[src/rtl/bus_datapath_seq.sv]
// Single-bus datapath with register file, Y/Z/HI/LO, ALU and a built-in T-state sequencer.
// Commands run as a series of bus transfers; MUL is an iterative shift-add over WIDTH cycles.
module bus_datapath_seq #(
    parameter  int WIDTH = 32,
    parameter  int NREGS = 16,
    localparam int SW    = $clog2(WIDTH),
    localparam int AW    = $clog2(NREGS)
) (
    input  logic             clk,
    input  logic             clr,
    input  logic             cmd_valid,
    output logic             cmd_ready,
    input  logic [3:0]       cmd_op,
    input  logic [AW-1:0]    cmd_ra,
    input  logic [AW-1:0]    cmd_rb,
    input  logic [AW-1:0]    cmd_rc,
    input  logic             ext_we,
    input  logic [AW-1:0]    ext_addr,
    input  logic [WIDTH-1:0] ext_data,
    input  logic [AW-1:0]    rd_addr,
    output logic [WIDTH-1:0] rd_data,
    output logic [WIDTH-1:0] hi_out,
    output logic [WIDTH-1:0] lo_out,
    output logic             done,
    output logic             err,
    output logic             busy
);
    localparam int CW = SW + 1;

    localparam logic [3:0] OP_ADD  = 4'd0;
    localparam logic [3:0] OP_SUB  = 4'd1;
    localparam logic [3:0] OP_AND  = 4'd2;
    localparam logic [3:0] OP_OR   = 4'd3;
    localparam logic [3:0] OP_SHL  = 4'd4;
    localparam logic [3:0] OP_SHR  = 4'd5;
    localparam logic [3:0] OP_SHRA = 4'd6;
    localparam logic [3:0] OP_NOT  = 4'd7;
    localparam logic [3:0] OP_NEG  = 4'd8;
    localparam logic [3:0] OP_MUL  = 4'd9;
    localparam logic [3:0] OP_MFHI = 4'd10;
    localparam logic [3:0] OP_MFLO = 4'd11;

    typedef enum logic [3:0] {
        S_IDLE, S_TY, S_TALU, S_TZ, S_TWB, S_TMINIT, S_TMUL, S_TWBLO, S_TWBHI, S_TERR
    } state_t;

    state_t               state_q, state_d;
    logic [WIDTH-1:0]     rf_q [NREGS];
    logic [WIDTH-1:0]     y_q, y_d, hi_q, hi_d, lo_q, lo_d;
    logic [2*WIDTH-1:0]   z_q, z_d;
    logic [CW-1:0]        cnt_q, cnt_d;
    logic [3:0]           op_q, op_d;
    logic [AW-1:0]        ra_q, ra_d, rb_q, rb_d, rc_q, rc_d;
    logic                 done_q, done_d, err_q, err_d;
    logic [WIDTH-1:0]     bus;
    logic                 rf_we;
    logic [AW-1:0]        rf_waddr;
    logic [WIDTH-1:0]     rf_wdata;
    logic [WIDTH:0]       mac_sum;

    function automatic logic [WIDTH-1:0] alu(input logic [3:0] op,
                                             input logic [WIDTH-1:0] a,
                                             input logic [WIDTH-1:0] b);
        logic signed [WIDTH-1:0] as;
        logic [SW-1:0]           sh;
        as = a;
        sh = b[SW-1:0];
        case (op)
            OP_ADD:  alu = a + b;
            OP_SUB:  alu = a - b;
            OP_AND:  alu = a & b;
            OP_OR:   alu = a | b;
            OP_SHL:  alu = a << sh;
            OP_SHR:  alu = a >> sh;
            OP_SHRA: alu = as >>> sh;
            OP_NOT:  alu = ~a;
            OP_NEG:  alu = -a;
            default: alu = '0;
        endcase
    endfunction

    assign cmd_ready = (state_q == S_IDLE);
    assign busy      = ~cmd_ready;
    assign done      = done_q;
    assign err       = err_q;
    assign rd_data   = rf_q[rd_addr];
    assign hi_out    = hi_q;
    assign lo_out    = lo_q;

    // Exactly one bus source per T-state.
    always_comb begin
        bus = '0;
        case (state_q)
            S_TY:              bus = rf_q[rb_q];
            S_TALU, S_TMINIT:  bus = rf_q[rc_q];
            S_TZ:              bus = (op_q == OP_MFHI) ? hi_q : lo_q;
            S_TWB, S_TWBLO:    bus = z_q[WIDTH-1:0];
            S_TWBHI:           bus = z_q[2*WIDTH-1:WIDTH];
            default:           bus = '0;
        endcase
    end

    // Carry out of the partial-product add becomes the new MSB after the shift.
    assign mac_sum = {1'b0, z_q[2*WIDTH-1:WIDTH]} + (z_q[0] ? {1'b0, y_q} : '0);

    always_comb begin
        state_d  = state_q;
        y_d      = y_q;
        z_d      = z_q;
        hi_d     = hi_q;
        lo_d     = lo_q;
        cnt_d    = cnt_q;
        op_d     = op_q;
        ra_d     = ra_q;
        rb_d     = rb_q;
        rc_d     = rc_q;
        done_d   = 1'b0;
        err_d    = 1'b0;
        rf_we    = 1'b0;
        rf_waddr = ext_addr;
        rf_wdata = ext_data;
        case (state_q)
            S_IDLE: begin
                rf_we = ext_we;
                if (cmd_valid) begin
                    op_d = cmd_op;
                    ra_d = cmd_ra;
                    rb_d = cmd_rb;
                    rc_d = cmd_rc;
                    if (cmd_op == OP_MFHI || cmd_op == OP_MFLO) state_d = S_TZ;
                    else if (cmd_op > OP_MFLO)                  state_d = S_TERR;
                    else                                        state_d = S_TY;
                end
            end
            S_TY: begin
                y_d     = bus;
                state_d = (op_q == OP_MUL) ? S_TMINIT : S_TALU;
            end
            S_TALU: begin
                z_d     = {{WIDTH{1'b0}}, alu(op_q, y_q, bus)};
                state_d = S_TWB;
            end
            S_TZ: begin
                z_d     = {{WIDTH{1'b0}}, bus};
                state_d = S_TWB;
            end
            S_TWB: begin
                rf_we    = 1'b1;
                rf_waddr = ra_q;
                rf_wdata = bus;
                done_d   = 1'b1;
                state_d  = S_IDLE;
            end
            S_TMINIT: begin
                z_d     = {{WIDTH{1'b0}}, bus};
                cnt_d   = CW'(WIDTH);
                state_d = S_TMUL;
            end
            S_TMUL: begin
                z_d   = {mac_sum, z_q[WIDTH-1:1]};
                cnt_d = cnt_q - 1'b1;
                if (cnt_q == CW'(1)) state_d = S_TWBLO;
            end
            S_TWBLO: begin
                lo_d    = bus;
                state_d = S_TWBHI;
            end
            S_TWBHI: begin
                hi_d    = bus;
                done_d  = 1'b1;
                state_d = S_IDLE;
            end
            S_TERR: begin
                done_d  = 1'b1;
                err_d   = 1'b1;
                state_d = S_IDLE;
            end
            default: state_d = S_IDLE;
        endcase
    end

    always_ff @(posedge clk or negedge clr) begin
        if (!clr) begin
            state_q <= S_IDLE;
            y_q     <= '0;
            z_q     <= '0;
            hi_q    <= '0;
            lo_q    <= '0;
            cnt_q   <= '0;
            op_q    <= '0;
            ra_q    <= '0;
            rb_q    <= '0;
            rc_q    <= '0;
            done_q  <= 1'b0;
            err_q   <= 1'b0;
        end else begin
            state_q <= state_d;
            y_q     <= y_d;
            z_q     <= z_d;
            hi_q    <= hi_d;
            lo_q    <= lo_d;
            cnt_q   <= cnt_d;
            op_q    <= op_d;
            ra_q    <= ra_d;
            rb_q    <= rb_d;
            rc_q    <= rc_d;
            done_q  <= done_d;
            err_q   <= err_d;
        end
    end

    always_ff @(posedge clk or negedge clr) begin
        if (!clr) begin
            for (int i = 0; i < NREGS; i++) rf_q[i] <= '0;
        end else if (rf_we) begin
            rf_q[rf_waddr] <= rf_wdata;
        end
    end

endmodule

[config.mk]
export PLATFORM = sky130hd
export DESIGN_NAME = bus_datapath_seq
export DESIGN_NICKNAME = d
export VERILOG_FILES = /design/src/rtl/bus_datapath_seq.sv
export SDC_FILE = /design/constraint.sdc
export NUM_CORES = 2
export LEC_CHECK = 0
export BUFFER_PORTS_ARGS = -buffer_cell sky130_fd_sc_hd__buf_2
export CORE_ASPECT_RATIO = 1.4
export CORE_MARGIN = 3
export CORE_UTILIZATION = 65
export CTS_CLUSTER_SIZE = 8
export DETAILED_ROUTE_END_ITERATION = 10
export GPL_ROUTABILITY_DRIVEN = 0
export GPL_TIMING_DRIVEN = 0
export HOLD_SLACK_MARGIN = 0.15
export PLACE_DENSITY = 0.95
export REMOVE_ABC_BUFFERS = 1
export SYNTH_ARGS = -nofsm -noshare
export SYNTH_HDL_FRONTEND = slang
export SYNTH_SLANG_ARGS = --single-unit
[constraint.sdc]
create_clock -name clk -period 16.2 [get_ports clk]
set_clock_uncertainty 0.05 [all_clocks]
set_input_delay 2.43 -clock clk [delete_from_list [all_inputs] [get_ports clk]]
set_output_delay 2.43 -clock clk [all_outputs]
set_load 0.01 [all_outputs]
==> results of run 1 <==
per-stage QoR:
| stage | utilization, % | cell area (um2) |
|---|---|---|
| floorplan | - | 47700 |
| global placement | 65.7 | 49700 |
| detailed placement | 67.3 | 50900 |
| CTS | 70.7 | 53500 |
synth_stat cells, drive strengths merged (17+ instances only):
library cell / n
dfrtp: 700
ha: 70
a221oi: 30
nor4: 17
buf: 146
o22ai: 25
o221ai: 52
a211oi: 53
and3: 22
mux2i: 273
nor2b: 26
clkbuf: 301
nand3: 78
mux4: 374
mux2: 253
nor3: 63
xor2: 36
o21a: 22
o21ai: 564
a22oi: 82
nor2: 214
nand2b: 28
nand2: 673
o211ai: 52
a21o: 35
xnor2: 48
inv: 40
nand4: 19
a31oi: 38
and2: 48
or2: 24
o2111ai: 19
a21oi: 196
routing by layer:
layer,global-route usage [%],GRT overflow
met5,44.5,0
met4,66.2,5
met3,64.6,0
met2,82.9,2
met1,66.4,1
logic make-up after synthesis:
| logic type | after synthesis | share of synthesized area (%) |
|---|---|---|
| AOI/OAI and AO/OA | 1331 | 17.0 |
| and+or+nand+nor | 1269 | 11.5 |
| muxes | 900 | 28.4 |
| DFF | 700 | 35.1 |
| buffers and inverters | 492 | 4.67 |
| xor gates and xnor gates | 84 | 1.48 |
| adders and majority gates | 72 | 1.84 |
==> results.toml, run 1 <==
[run_status]
status = "stopped before the end"
lastStage = "5_1_grt"
error = "[ERROR GRT-0232] Routing congestion too high. Check the congestion heatmap in the GUI."

[placed_design]
post-place-ws_ns = 7.06
placement.io_buffers = 159
hpwl_um = 124000
dp_cells = 5577

[synthesis]
ys.flop_type = "dfrtp_1"
synth_edf_count = 0
yosysSeqAreaShare_pct = 35.1
ys_ff_latch = 700
synth_top_cell_by_area = "dfrtp_1"
synthesis.area_um2 = 49900
syn_inst = 4848
synth.top_cells.by_area = "dfrtp_1 35%, mux4_2 15%, mux2_2 5.7%"
synth.distinct_cells = 109
synth_top_area_share_pct = 35.1
yosys_warnings = 0
async_flop_share_pct = 100
avgSynthCellArea_um2 = 10.3

[die]
io_pins = 160
fp.dieH_um = 334
rows = 119
start_util_pct = 65.9
die_w_um = 240

[clock_network]
cts_hold_buf = 0
cts.sinks = 700
cts_resized = 0
post-cts-setup-buffers = 0
numCtsBuffers = 97
cts_max_path_buffers = 3
cts_root_buffer = "clkbuf_16"
h-tree-depth = 3

[grt]
overflow = 8
track_usage_pct = 70.2
antenna_found_initial = 36
grt_start_max_net_pins = 132
==> run 2: changes to the inputs <==
CORE_ASPECT_RATIO = unset   (was 1.4)
CORE_UTILIZATION = 40   (was 65)
CTS_CLUSTER_SIZE = unset   (was 8)
HOLD_SLACK_MARGIN = unset   (was 0.15)
PLACE_DENSITY = unset   (was 0.95)
PLACE_DENSITY_LB_ADDON = 0.15   (was unset)
==> run 2 against run 1 <==
Net effect: the flow now finishes, with violations (max-capacitance violations, max-slew violations); area after synthesis is the same; synthesized cell count is the same.
==> results.toml, run 2 <==
[route]
drtIter0Drc = 5194
drtAntennaViolNets = 0
drc_errors = 0
via_per_inst = 6.64
num_vias = 42692
first_pass_iters = 9
totalWireLength_um = 204000
routedWlPerCell_um = 31.7

[run_status]
violations = "max-capacitance violations, max-slew violations"
status = "complete, but fails checks"

[synthesis]
yosysMostFrequentCell = "dfrtp_1"
synth_top_area_share_pct = 35.1
yosys_warnings = 0
synth.distinct_cells = 109
avgSynthCellArea_um2 = 10.3
syn_inst = 4848
synth_edf_count = 0
synth_top_cell_by_area = "dfrtp_1"
async_flop_share_pct = 100
ys.flop_type = "dfrtp_1"
synthTopCellsByCount = "700 x dfrtp_1, 672 x nand2_1, 552 x o21ai_0"
ys_ff_latch = 700
yosysSeqAreaShare_pct = 35.1
synthesis.area_um2 = 49900
synth.top_cells.by_area = "dfrtp_1 35%, mux4_2 15%, mux2_2 5.7%"

[clock_network]
cts_resized = 0
cts_hold_buf = 0
path_clk_slew_ns = 0.06
cts_tree = "done"
clkLatencyLatePin_ns = 0.71
post-cts-setup-buffers = 0
numCtsBuffers = 87
cts_max_path_buffers = 3
cts_root_buffer = "clkbuf_16"
cts.sinks = 700
h-tree-depth = 3

[setup_path]
critPathMaxFanout = 64
crit_path_start_kind = "register"
critPathKind = "register to register"
endpoint_kind = "register"
crit_arrival_ns = 10.59
worst_ep_required_time_ns = 16.66

[power]
leakagePower_uw = 0.0237
power_frac_clock_pct = 14.0
p_sw_share_pct = 50.0
p_switching_uw = 7410
p_int_uw = 7410
power_frac_seq_pct = 24.7
combPwrFrac_pct = 61.3
power.total_uw = 14800
powerDensity_nw_per_um2 = 266
ir_drop_uv = 149

[layout]
layout_commonest_cell = "dfrtp_1"
final_cell_mix = "693 x dfrtp_1, 669 x nand2_1, 545 x o21ai_0"
largest_register_ffs = 512
max_flop_register = "rf_q"
syn_to_final_growth_pct = 11.7
nNetsFinal = 4869
largestRegisters = "rf_q (512), z_q (64)"
drive_gt1_share_pct = 22.8

[job]
maxCapViolCount = 1

[sta]
layout_setup_ws_ns = 6.07
setup_violations = 0
clock.fmax_mhz = 98.7
min_period_over_period_pct = 62.5
finalWorstPathRequiredPeriod_ns = 10.13
worstMarginPinSlew_ns = 1.59
slew_headroom_pct = -6.37
grt_setup_unrepaired = "no"
hold_violations = 0
drv_slew = 17

[die]
start_util_pct = 40.6
fp.dieH_um = 359
die_area_um2 = 129000
io_pins = 160
rows = 128
die_w_um = 359
coreArea_um2 = 123000

[placed_design]
hpwl_um = 139000
placement.io_buffers = 159
post-place-ws_ns = 6.44

[grt]
grt_start_max_net_pins = 118
overflow = 0
antenna_found_initial = 10
grt_pass1_vias = 41218
track_usage_pct = 30.9
grt_first_pass_wirelength_um = 298000

[hold_path]
hold_class = "register to register"
-- run 2: stage by stage --
step	cell area [um2]	hold slack (ns)	util [%]	TNS (ns)	cells
6_report	55700	0.440	45.4	0	6433
3_5_place_dp	52600	0.425	42.8	0	6271
4_1_cts	55700	0.432	45.3	0	6427
2_1_floorplan	47700	0.396	-	0	4398
3_3_place_gp	50500	0.419	41.1	-2288.89	6182
5_1_grt	55700	0.455	45.3	0	6431
-- run 2: final cells by class --
| class | instances | area [um2] |
|---|---|---|
| diodes | 4 | 10.0 |
| clock buffers | 130 | 2650 |
| clock inverters | 26 | 380 |
| fillers | 11516 | 67100 |
| inverters | 42 | 159 |
| multi-input cells | 3656 | 30300 |
| flip-flops and latches | 700 | 17500 |
| well taps | 1625 | 2030 |
| repair buffers | 250 | 2630 |
-- run 2: kinds of logic (layout without fill, tap and decap cells) --
logic type | Yosys count | after routing | share of synthesized area, %
adder cells (fa/ha/maj) | 72 | 72 | 1.84
AND/OR/NAND/NOR | 1269 | 1269 | 11.5
buffers and inverters | 492 | 448 | 4.67
AO/OA/AOI/OAI | 1331 | 1331 | 17.0
XOR/XNOR | 84 | 84 | 1.48
flip-flops | 700 | 700 | 35.1
multiplexers | 900 | 900 | 28.4
other | 0 | 4 | 0
-- run 2: power groups by stage --
stage               Sequential (uW)  Clock (uW)  Combinational, uW
floorplan                      3330           0               5880
global placement               3910           0               8510
detailed placement             3630           0               8800
CTS                            3600        2110               8830
global route                   3750        2180               9630
finish                         3660        2070               9090
-- run 2: worst paths after layout --
check / start / end / slack (ns) / depth (start not counted)
setup / recovery: rb_q[1] / z_q[24] / 6.07 / 24
hold / removal: cnt_q[5] / cnt_q[5] / 0.44 / 1
setup reg to reg: rb_q[1] / z_q[24] / 6.07 / 24
hold reg to reg: cnt_q[5] / cnt_q[5] / 0.44 / 1
max in group asynchronous: clr / rf_q[157] / 12.54 / 4
min in group asynchronous: clr / z_q[38] / 1.75 / 1
-- run 2: per-layer routing --
metal | up-vias | wire length [um] | GRT usage (%)
met4 | 6 | 8910 | 11.9
met1 | 21669 | 83700 | 42.0
met3 | 503 | 19700 | 7.40
met5 | - | 31 | 0
met2 | 2308 | 91400 | 48.0
li1 | 18206 | - | -
-- run 2: critical path, cell delays in order, from the launching register on --
cell       delay, ns
dfrtp_4         0.83
buf_16          0.34
and2_1          1.03
a22oi_1         0.21
nand4_1         0.25
and4_1          0.84
nand2_8         0.47
inv_2           1.03
ha_1            0.38
nand2_1         0.12
nor4b_1         0.83
a21oi_1         0.18
xnor2_1         0.18
ha_1            0.37
nand2_1         0.08
o21ai_0         0.20
a21oi_1         0.20
o211ai_1        0.10
a31oi_1         0.43
o21bai_1        0.12
a21oi_1         0.19
xor2_1          0.17
nor2_1          0.08
a2111oi_0       0.86
a21oi_1         0.16
(Power assumes the default switching activity.)
